## src/rtl/branch_resolve_predict_pkg.sv

```systemverilog
// Shared constants for branch_resolve_predict: condition codes,
// ALU flag bit positions and 2-bit counter states.
package branch_resolve_predict_pkg;

    localparam logic [3:0] COND_NONE = 4'd0;
    localparam logic [3:0] COND_BEQZ = 4'd1;
    localparam logic [3:0] COND_BNEZ = 4'd2;
    localparam logic [3:0] COND_BLTZ = 4'd3;
    localparam logic [3:0] COND_BGEZ = 4'd4;
    localparam logic [3:0] COND_JUMP = 4'd5;
    localparam logic [3:0] COND_SEQ  = 4'd6;
    localparam logic [3:0] COND_SLT  = 4'd7;
    localparam logic [3:0] COND_SLE  = 4'd8;
    localparam logic [3:0] COND_SCO  = 4'd9;

    localparam int FLAG_SF = 3;
    localparam int FLAG_ZF = 2;
    localparam int FLAG_OF = 1;
    localparam int FLAG_CF = 0;

    localparam logic [1:0] CNT_SNT = 2'b00;
    localparam logic [1:0] CNT_WNT = 2'b01;
    localparam logic [1:0] CNT_WT  = 2'b10;
    localparam logic [1:0] CNT_ST  = 2'b11;

    function automatic logic is_cond_branch(input logic [3:0] c);
        return (c >= COND_BEQZ) && (c <= COND_BGEZ);
    endfunction

endpackage

```

## src/rtl/branch_resolve_predict_sat_counter2.sv

```systemverilog
// sat_counter2: one 2-bit saturating direction counter.
// inc has priority over dec; both saturate at the ends.
module sat_counter2
    import branch_resolve_predict_pkg::*;
#(
    parameter logic [1:0] INIT = CNT_WNT
) (
    input  logic       clk,
    input  logic       rst,
    input  logic       inc,
    input  logic       dec,
    output logic [1:0] cnt
);

    logic [1:0] cnt_q;
    logic [1:0] cnt_d;

    always_comb begin
        cnt_d = cnt_q;
        if (inc && (cnt_q != CNT_ST)) begin
            cnt_d = cnt_q + 2'd1;
        end else if (dec && (cnt_q != CNT_SNT)) begin
            cnt_d = cnt_q - 2'd1;
        end
    end

    always_ff @(posedge clk or posedge rst) begin
        if (rst) begin
            cnt_q <= INIT;
        end else begin
            cnt_q <= cnt_d;
        end
    end

    assign cnt = cnt_q;

endmodule

```

## src/rtl/branch_resolve_predict.sv

```systemverilog
// Branch resolve + 2-bit direction predictor with registered result.
// Optional BRANCH_STATS_EN adds branch / mispredict event counters.
module branch_resolve_predict
    import branch_resolve_predict_pkg::*;
#(
    parameter int         PC_W     = 16,
    parameter int         IDX_W    = 4,
    parameter logic [1:0] CNT_INIT = 2'b01
) (
    input  logic            clk,
    input  logic            rst,
    input  logic [PC_W-1:0] pf_pc,
    output logic            pf_pred_taken,
    input  logic            ex_valid,
    input  logic [PC_W-1:0] ex_pc,
    input  logic [3:0]      ex_cond,
    input  logic [3:0]      ex_flags,
    input  logic            ex_pred_taken,
    input  logic            stall,
`ifdef BRANCH_STATS_EN
    output logic [31:0]     stat_branches,
    output logic [31:0]     stat_mispredicts,
`endif
    output logic            res_valid,
    output logic            res_taken,
    output logic            res_setrd,
    output logic            res_mispredict
);

    localparam int ENTRIES = 1 << IDX_W;

    logic [1:0]       cnt [ENTRIES];
    logic [IDX_W-1:0] pf_idx;
    logic [IDX_W-1:0] ex_idx;
    logic             unused_pc_bits;

    logic sf;
    logic zf;
    logic of_f;
    logic cf;
    logic taken_c;
    logic setrd_c;
    logic mis_c;
    logic is_cond;
    logic upd;

    // Halfword-aligned PCs: bit 0 carries no index information.
    assign pf_idx = pf_pc[IDX_W:1];
    assign ex_idx = ex_pc[IDX_W:1];
    assign unused_pc_bits = ^{pf_pc, ex_pc};

    assign sf   = ex_flags[FLAG_SF];
    assign zf   = ex_flags[FLAG_ZF];
    assign of_f = ex_flags[FLAG_OF];
    assign cf   = ex_flags[FLAG_CF];

    always_comb begin
        taken_c = 1'b0;
        setrd_c = 1'b0;
        case (ex_cond)
            COND_BEQZ: taken_c = zf;
            COND_BNEZ: taken_c = ~zf;
            COND_BLTZ: taken_c = sf;
            COND_BGEZ: taken_c = ~sf;
            COND_JUMP: taken_c = 1'b1;
            COND_SEQ:  setrd_c = zf;
            COND_SLT:  setrd_c = sf ^ of_f;
            COND_SLE:  setrd_c = (sf ^ of_f) | zf;
            COND_SCO:  setrd_c = cf;
            default: begin
                taken_c = 1'b0;
                setrd_c = 1'b0;
            end
        endcase
    end

    assign is_cond = is_cond_branch(ex_cond);

    always_comb begin
        mis_c = 1'b0;
        if (is_cond) begin
            mis_c = taken_c ^ ex_pred_taken;
        end else if (ex_cond == COND_JUMP) begin
            mis_c = ~ex_pred_taken;
        end
    end

    assign upd = ex_valid & ~stall & is_cond;

    for (genvar i = 0; i < ENTRIES; i++) begin : g_tbl
        logic hit;
        assign hit = upd & (ex_idx == IDX_W'(i));
        sat_counter2 #(
            .INIT(CNT_INIT)
        ) u_cnt (
            .clk(clk),
            .rst(rst),
            .inc(hit & taken_c),
            .dec(hit & ~taken_c),
            .cnt(cnt[i])
        );
    end

    // Read is from the counter flops, so a same-cycle update is not seen.
    assign pf_pred_taken = cnt[pf_idx][1];

    logic res_valid_q, res_valid_d;
    logic res_taken_q, res_taken_d;
    logic res_setrd_q, res_setrd_d;
    logic res_mis_q,   res_mis_d;

    always_comb begin
        res_valid_d = res_valid_q;
        res_taken_d = res_taken_q;
        res_setrd_d = res_setrd_q;
        res_mis_d   = res_mis_q;
        if (!stall) begin
            res_valid_d = ex_valid;
            res_taken_d = ex_valid & taken_c;
            res_setrd_d = ex_valid & setrd_c;
            res_mis_d   = ex_valid & mis_c;
        end
    end

    always_ff @(posedge clk or posedge rst) begin
        if (rst) begin
            res_valid_q <= 1'b0;
            res_taken_q <= 1'b0;
            res_setrd_q <= 1'b0;
            res_mis_q   <= 1'b0;
        end else begin
            res_valid_q <= res_valid_d;
            res_taken_q <= res_taken_d;
            res_setrd_q <= res_setrd_d;
            res_mis_q   <= res_mis_d;
        end
    end

    assign res_valid      = res_valid_q;
    assign res_taken      = res_taken_q;
    assign res_setrd      = res_setrd_q;
    assign res_mispredict = res_mis_q;

`ifdef BRANCH_STATS_EN
    logic        br_evt;
    logic [31:0] stat_br_q, stat_br_d;
    logic [31:0] stat_mp_q, stat_mp_d;

    assign br_evt = ex_valid & ~stall & (is_cond | (ex_cond == COND_JUMP));

    always_comb begin
        stat_br_d = stat_br_q;
        stat_mp_d = stat_mp_q;
        if (br_evt) begin
            stat_br_d = stat_br_q + 32'd1;
            if (mis_c) begin
                stat_mp_d = stat_mp_q + 32'd1;
            end
        end
    end

    always_ff @(posedge clk or posedge rst) begin
        if (rst) begin
            stat_br_q <= 32'd0;
            stat_mp_q <= 32'd0;
        end else begin
            stat_br_q <= stat_br_d;
            stat_mp_q <= stat_mp_d;
        end
    end

    assign stat_branches    = stat_br_q;
    assign stat_mispredicts = stat_mp_q;
`endif

endmodule

```

## config.mk

```make
export PLATFORM = sky130hd
export DESIGN_NAME = branch_resolve_predict
export DESIGN_NICKNAME = d
export VERILOG_FILES = /design/src/rtl/branch_resolve_predict_pkg.sv /design/src/rtl/branch_resolve_predict_sat_counter2.sv /design/src/rtl/branch_resolve_predict.sv
export SDC_FILE = /design/constraint.sdc
export NUM_CORES = 1
export LEC_CHECK = 0
export ABC_AREA = 1
export CAP_MARGIN = 20
export CORE_ASPECT_RATIO = 1.75
export CORE_UTILIZATION = 53
export CTS_BUF_LIST = sky130_fd_sc_hd__clkbuf_8
export CTS_CLUSTER_DIAMETER = 40
export DETAILED_ROUTE_END_ITERATION = 8
export GPL_ROUTABILITY_DRIVEN = 1
export PLACE_DENSITY_LB_ADDON = 0.15
export REMOVE_ABC_BUFFERS = 1
export SYNTH_ARGS = -nofsm -noshare
export SYNTH_HDL_FRONTEND = slang
export SYNTH_SLANG_ARGS = --single-unit
```

## constraint.sdc

```tcl
create_clock -name clk -period 1.3 [get_ports clk]
set_clock_uncertainty 0.1 [all_clocks]
set_input_delay 0.195 -clock clk [delete_from_list [all_inputs] [get_ports clk]]
set_output_delay 0.195 -clock clk [all_outputs]
set_load 0.01 [all_outputs]
```

# [Yosys cells after proc, flatten, opt, wreduce, memory -nomap -nowiden]
# Cells that the tools add are included.
[totals] reg_bits=36 out_inout_bits=5
[op_classes] add_sub_neg=32 magnitude_cmp=3 eq_ne=40 mux=39 n_bitwise=62 n_reduce_logical=66
[op_table] cell="$mux 2" count=34
[op_table] cell="$reduce_bool 2->1" count=32
[op_table] cell="$and 1x1->1" count=53
[op_table] cell="$eq 4x4->1 const B" count=10
[op_table] cell="$logic_and 1x1->1" count=33
[op_table] cell="$add 2x1->2 const B" count=16
[op_table] cell="$eq 4x3->1 const B" count=8
[op_table] cell="$ne 2x2->1 const B" count=16
[op_table] cell="$sub 2x1->2 const B" count=16
[op_table] cell="$eq 4x2->1 const B" count=4
[op_table] cell="$bmux 2 s4" count=1
[op_table] cell="$eq 4x1->1 const B" count=2
[op_table] cell="$ge 5x5->1 const B" count=1
[op_table] cell="$not 1->1" count=5
[op_table] cell="$not 4->5" count=1
[op_table] cell="$pmux 1 s5" count=1
[op_table] cell="$ge 4x1->1 const B" count=1
[op_table] cell="$le 4x3->1 const B" count=1
[op_table] cell="$logic_not 4->1" count=1
[op_table] cell="$pmux 1 s4" count=1
[op_table] cell="$mux 1" count=2
[op_table] cell="$xor 1x1->1" count=2
[op_table] cell="$or 1x1->1" count=1

# [Longest topological paths before layout]
[depth] word_depth=8 depth_mapped=10 ltp_nobuf=9

# [Modules after synthesis]
# From an unflattened synthesis, not the netlist that was laid out.
[hier_totals] hier_cells=402 hier_area_um2=2517.4
[by_module_without_submodules] module="sat_counter2" n_inst=16 cells_each=15 area_per_inst_um2=107.6 seq_area_each_um2=51.3
[by_module_without_submodules] module="branch_resolve_predict" n_inst=1 cells_each=162 area_per_inst_um2=795.8 seq_area_each_um2=100.1

# [Worst setup path before layout]
# Ideal clock, no wire load.
[synth_timing] kind="input port to flip-flop" from="input ex_cond[1]" to="register g_tbl[13].u_cnt.cnt_q[1]" setup_ns=0.120 arrival_ns=1.152 slack_ns=-0.073 stages=8 path_buffers=2 path_cell_list="buf_6 -> o21ai_2 -> inv_2 -> nor2_4 -> buf_8 -> nand3_2 -> o21ai_0 -> nand2_1"
[synth_via] elab_chain_cells=7 word_cells_on_any_way=18 classes_between="order compare (2); eq/ne (5); mux (2); bitwise (5); reduce/logical (4)"
[synth_lines] item="from (decl)" line_no="branch_resolve_predict.sv:16" rtl="input logic [3:0] ex_cond,"
[synth_lines] item="$ge 4x1->1 / $le 4x3->1 (equally long branches)" line_no="branch_resolve_predict_pkg.sv:27" rtl="return (c >= COND_BEQZ) && (c <= COND_BGEZ);"
[synth_lines] item="$logic_and 1x1->1" line_no="branch_resolve_predict_pkg.sv:27"
[synth_lines] item="$and 1x1->1" line_no="branch_resolve_predict.sv:88" rtl="assign upd = ex_valid & ~stall & is_cond;"
[synth_lines] item="$and 1x1->1" line_no="branch_resolve_predict.sv:92" rtl="assign hit = upd & (ex_idx == IDX_W'(i));"
[synth_lines] item="$and 1x1->1 (on tied branches)" line_no="branch_resolve_predict.sv:98, branch_resolve_predict.sv:99"
[synth_lines] item="$logic_and 1x1->1 (on tied branches)" line_no="branch_resolve_predict_sat_counter2.sv:20, branch_resolve_predict_sat_counter2.sv:22"
[synth_lines] item="$mux 2 / $reduce_bool 2->1 (equally long branches)"
[synth_lines] item="to (signal assigned)" line_no="branch_resolve_predict_sat_counter2.sv:31" rtl="cnt_q <= cnt_d;"
[synth_lines] item="to (decl)" line_no="branch_resolve_predict_sat_counter2.sv:15" rtl="logic [1:0] cnt_q;"
# Several ways; a longest one is shown, not always the timed one.
# A chain may end at the register's enable or synchronous reset.

# [Worst setup path after layout]
[layout_timing] from="register g_tbl[2].u_cnt.cnt_q[1]" to="output pf_pred_taken"
[layout_via] elab_chain_cells=3
[layout_lines] item="from (decl)" line_no="branch_resolve_predict_sat_counter2.sv:15"
[layout_lines] item="from (signal assigned)" line_no="branch_resolve_predict_sat_counter2.sv:31"
[layout_lines] item="$bmux 2 s4" line_no="branch_resolve_predict.sv:105" rtl="assign pf_pred_taken = cnt[pf_idx][1];"
[layout_lines] item="$mux 2 (not written as such) (2 in a row)" line_no="branch_resolve_predict.sv:105"
[layout_lines] item="to (decl)" line_no="branch_resolve_predict.sv:13" rtl="output logic pf_pred_taken,"
# No other way between the ends. The select of a mux whose other input is x is not followed.

==> reports/qor.yml <==
status: "finished, violations left"
violations: "negative setup slack"
placed_area_mm2: 0.00294
clockBufferDepth: 2
synth_top_area_cell: "dfrtp_1"
start_util: 0.557
gr-total-overflow: 0
wirelength_um: 7060
cts_made_buffers: 5
setup_tns_ns: -0.282
hold_path_class: "in -> async"
cts_max_level: 2
max_cap_violations: 0
core_mm2: 0.00419
grt_max_degree: 37
synth_edf_count: 0
p_leak_nw: 1.65
antenna_left: 0
final_cell_mix: "nand2_1 (128), buf_4 (55), inv_1 (23), nor2_1 (23)"
dpl.cell_count: 454
gp_congestion: 0.840
synth.top_cell.area_share: 0.215
fp-row-count: 31
hold_violations: 0
ys_async_sr_fraction: 1.00
grt_pass1_vias: 2509
drc: 0
yosys_warnings: 0
antenna_cells: 0
final_max_slew_viol_count: 0
grt_pass1_wl_um: 10600
cts.sinks: 36
setup_viol: 2
utilization: 0.818
path_class: "reg -> out"
vias: 2663
grt.busiest_layer: "met2"
fin_crit_ns: 1.58
area_delta_synth_final_pct: 47.0
dp_hpwl_um: 4420
clk_pin_slew_ns: 0.08
synthCells: 343
clock.fmax_mhz: 632
ys_seq_elements: 36
finalNonFillerCells: 482
cp_data_required_time_ns: 1.00
yosysSeqAreaShare: 0.395
drt_first_pass_iters: 5
netlist_area_mm2: 0.00233
netlist_top_cells_area: "dfrtp_1 (21%), nand2_1 (21%), dfstp_2 (18%), nor2_1 (6.3%), inv_1 (5.0%)"
clockRootBuffer: "clkbuf_8"
synth.avg_cell_area_um2: 6.80
grtUsageTotal: 0.299
use_met2: 0.522
rsz0062_at_grt: "true"
timing.final.ws_setup_ns: -0.281
cts_tree: "done"
die_area_mm2: 0.00468
num-fill-cells: 263
nets: 477
wl_per_cell_um: 14.7
use_met3: 0.0541
crit_arrival_ns: 1.29
synth_cell_type_count: 27
period_share: 1.22
dieWidth_um: 52.1
relSlewSlack: 0.819
post-place-ws_ns: -0.762
power_density_mw_per_mm2: 921
critPathLaunchType: "flop"
drive_above_1_share: 0.356
crit_path_end_kind: "output pin"
grt_use_met1: 0.319
critPathMaxFanout: 2
fin_area_mm2: 0.00343
ir_drop_uv: 890
dieHeight_um: 89.8
portBuffers: 25
clock_latency_ns: 0.30
cts_hold_buf: 0
synth_ff_type: "dfrtp_1"
ios: 50
drtIter0Drc: 135
final_common_cell: "nand2_1"
grt_antenna_before_repair: 0
vias_per_cell: 5.52
tightest_slew_ns: 0.271
-- per-layer routing --
metal / part of all wire / up-vias / routed length, um
met4: 0.053 / 0 / 371
met5: 0 / - / 0
li1: - / 1273 / -
met2: 0.53 / 122 / 3750
met1: 0.36 / 1232 / 2520
met3: 0.059 / 36 / 419
-- sequential cells by signal (all words and copies together), names as in the netlist --
| register | count |
|---|---|
| res_setrd | 1 |
| g_tbl.u_cnt.cnt | 32 |
| res_taken | 1 |
| res_mispredict | 1 |
| res_valid | 1 |
-- critical path, stage by stage, from the launching register on --
cell and delay, ns:
dfrtp_1 0.41, o211ai_1 0.22, nand3_1 0.10, nand3b_1 0.09, nand2_1 0.05, buf_2 0.13
-- where the power goes --
group | total (mW) | internal (mW) | switching (mW)
clock network | 1.39 | 0.960 | 0.435
registers | 1.19 | 1.17 | 0.0226
logic | 0.568 | 0.255 | 0.313
-- Yosys cell counts, types with 5 or more instances --
cell type,instances
nand3_2,9
nand3_1,23
o21ai_1,7
nand2_1,131
dfstp_2,16
inv_1,31
a21oi_1,6
o211ai_1,5
dfrtp_1,20
o21ai_0,18
nor2_2,10
nor2_1,39
nand4_1,9
-- through the flow --
step	power (mW)	hold slack, ns
2_1_floorplan	1.42	0.209
3_3_place_gp	1.66	0.359
3_5_place_dp	1.67	0.364
4_1_cts	3.09	0.143
5_1_grt	3.27	0.156
6_report	3.16	0.139
-- logic make-up (layout without fill, tap and decap cells) --
family | Yosys count | after routing | synth area share
AO/OA/AOI/OAI | 38 | 38 | 0.0891
XOR/XNOR | 1 | 1 | 0.00376
buffers and inverters | 41 | 131 | 0.0815
flip-flops | 36 | 36 | 0.395
AND/OR/NAND/NOR | 227 | 227 | 0.431
-- path summary, 6_finish.rpt --
check                                                   start  depth (start not counted)                            endpoint  slack, ns
max                         g_tbl[2].u_cnt.cnt[1]$_DFFE_PP0P_                          5                       pf_pred_taken      -0.28
min                                                       rst                          3   g_tbl[3].u_cnt.cnt[1]$_DFFE_PP0P_       0.14
max reg2reg                g_tbl[10].u_cnt.cnt[1]$_DFFE_PP0P_                          5  g_tbl[10].u_cnt.cnt[1]$_DFFE_PP0P_       0.16
min reg2reg                        res_mispredict$_DFFE_PP0N_                          2          res_mispredict$_DFFE_PP0N_       0.37
max in group asynchronous                                 rst                          3   g_tbl[2].u_cnt.cnt[0]$_DFFE_PP1P_       0.70
min in group clk                                        stall                          4          res_mispredict$_DFFE_PP0N_       0.17
-- area by class of cell --
type	count	area [um^2]	area share
Multi-Input combinational cell	266	1370	0.399
Sequential cell	36	921	0.269
Timing Repair Buffer	91	796	0.232
Inverter	32	124	0.0361
Clock inverter	3	90.1	0.0263
Clock buffer	5	68.8	0.0201
Tap cell	49	61.3	0.0179
-- repair_timing --
action / in CTS / in global routing
gates cloned: 3 / 3
endpoints found under the hold margin: 0 / 0
setup buffers: 9 / 5
pin swaps: 17 / 16
gates resized for setup: 50 / 52
endpoints found under the setup margin: 39 / 34
Power figures use the tool's default switching activity.
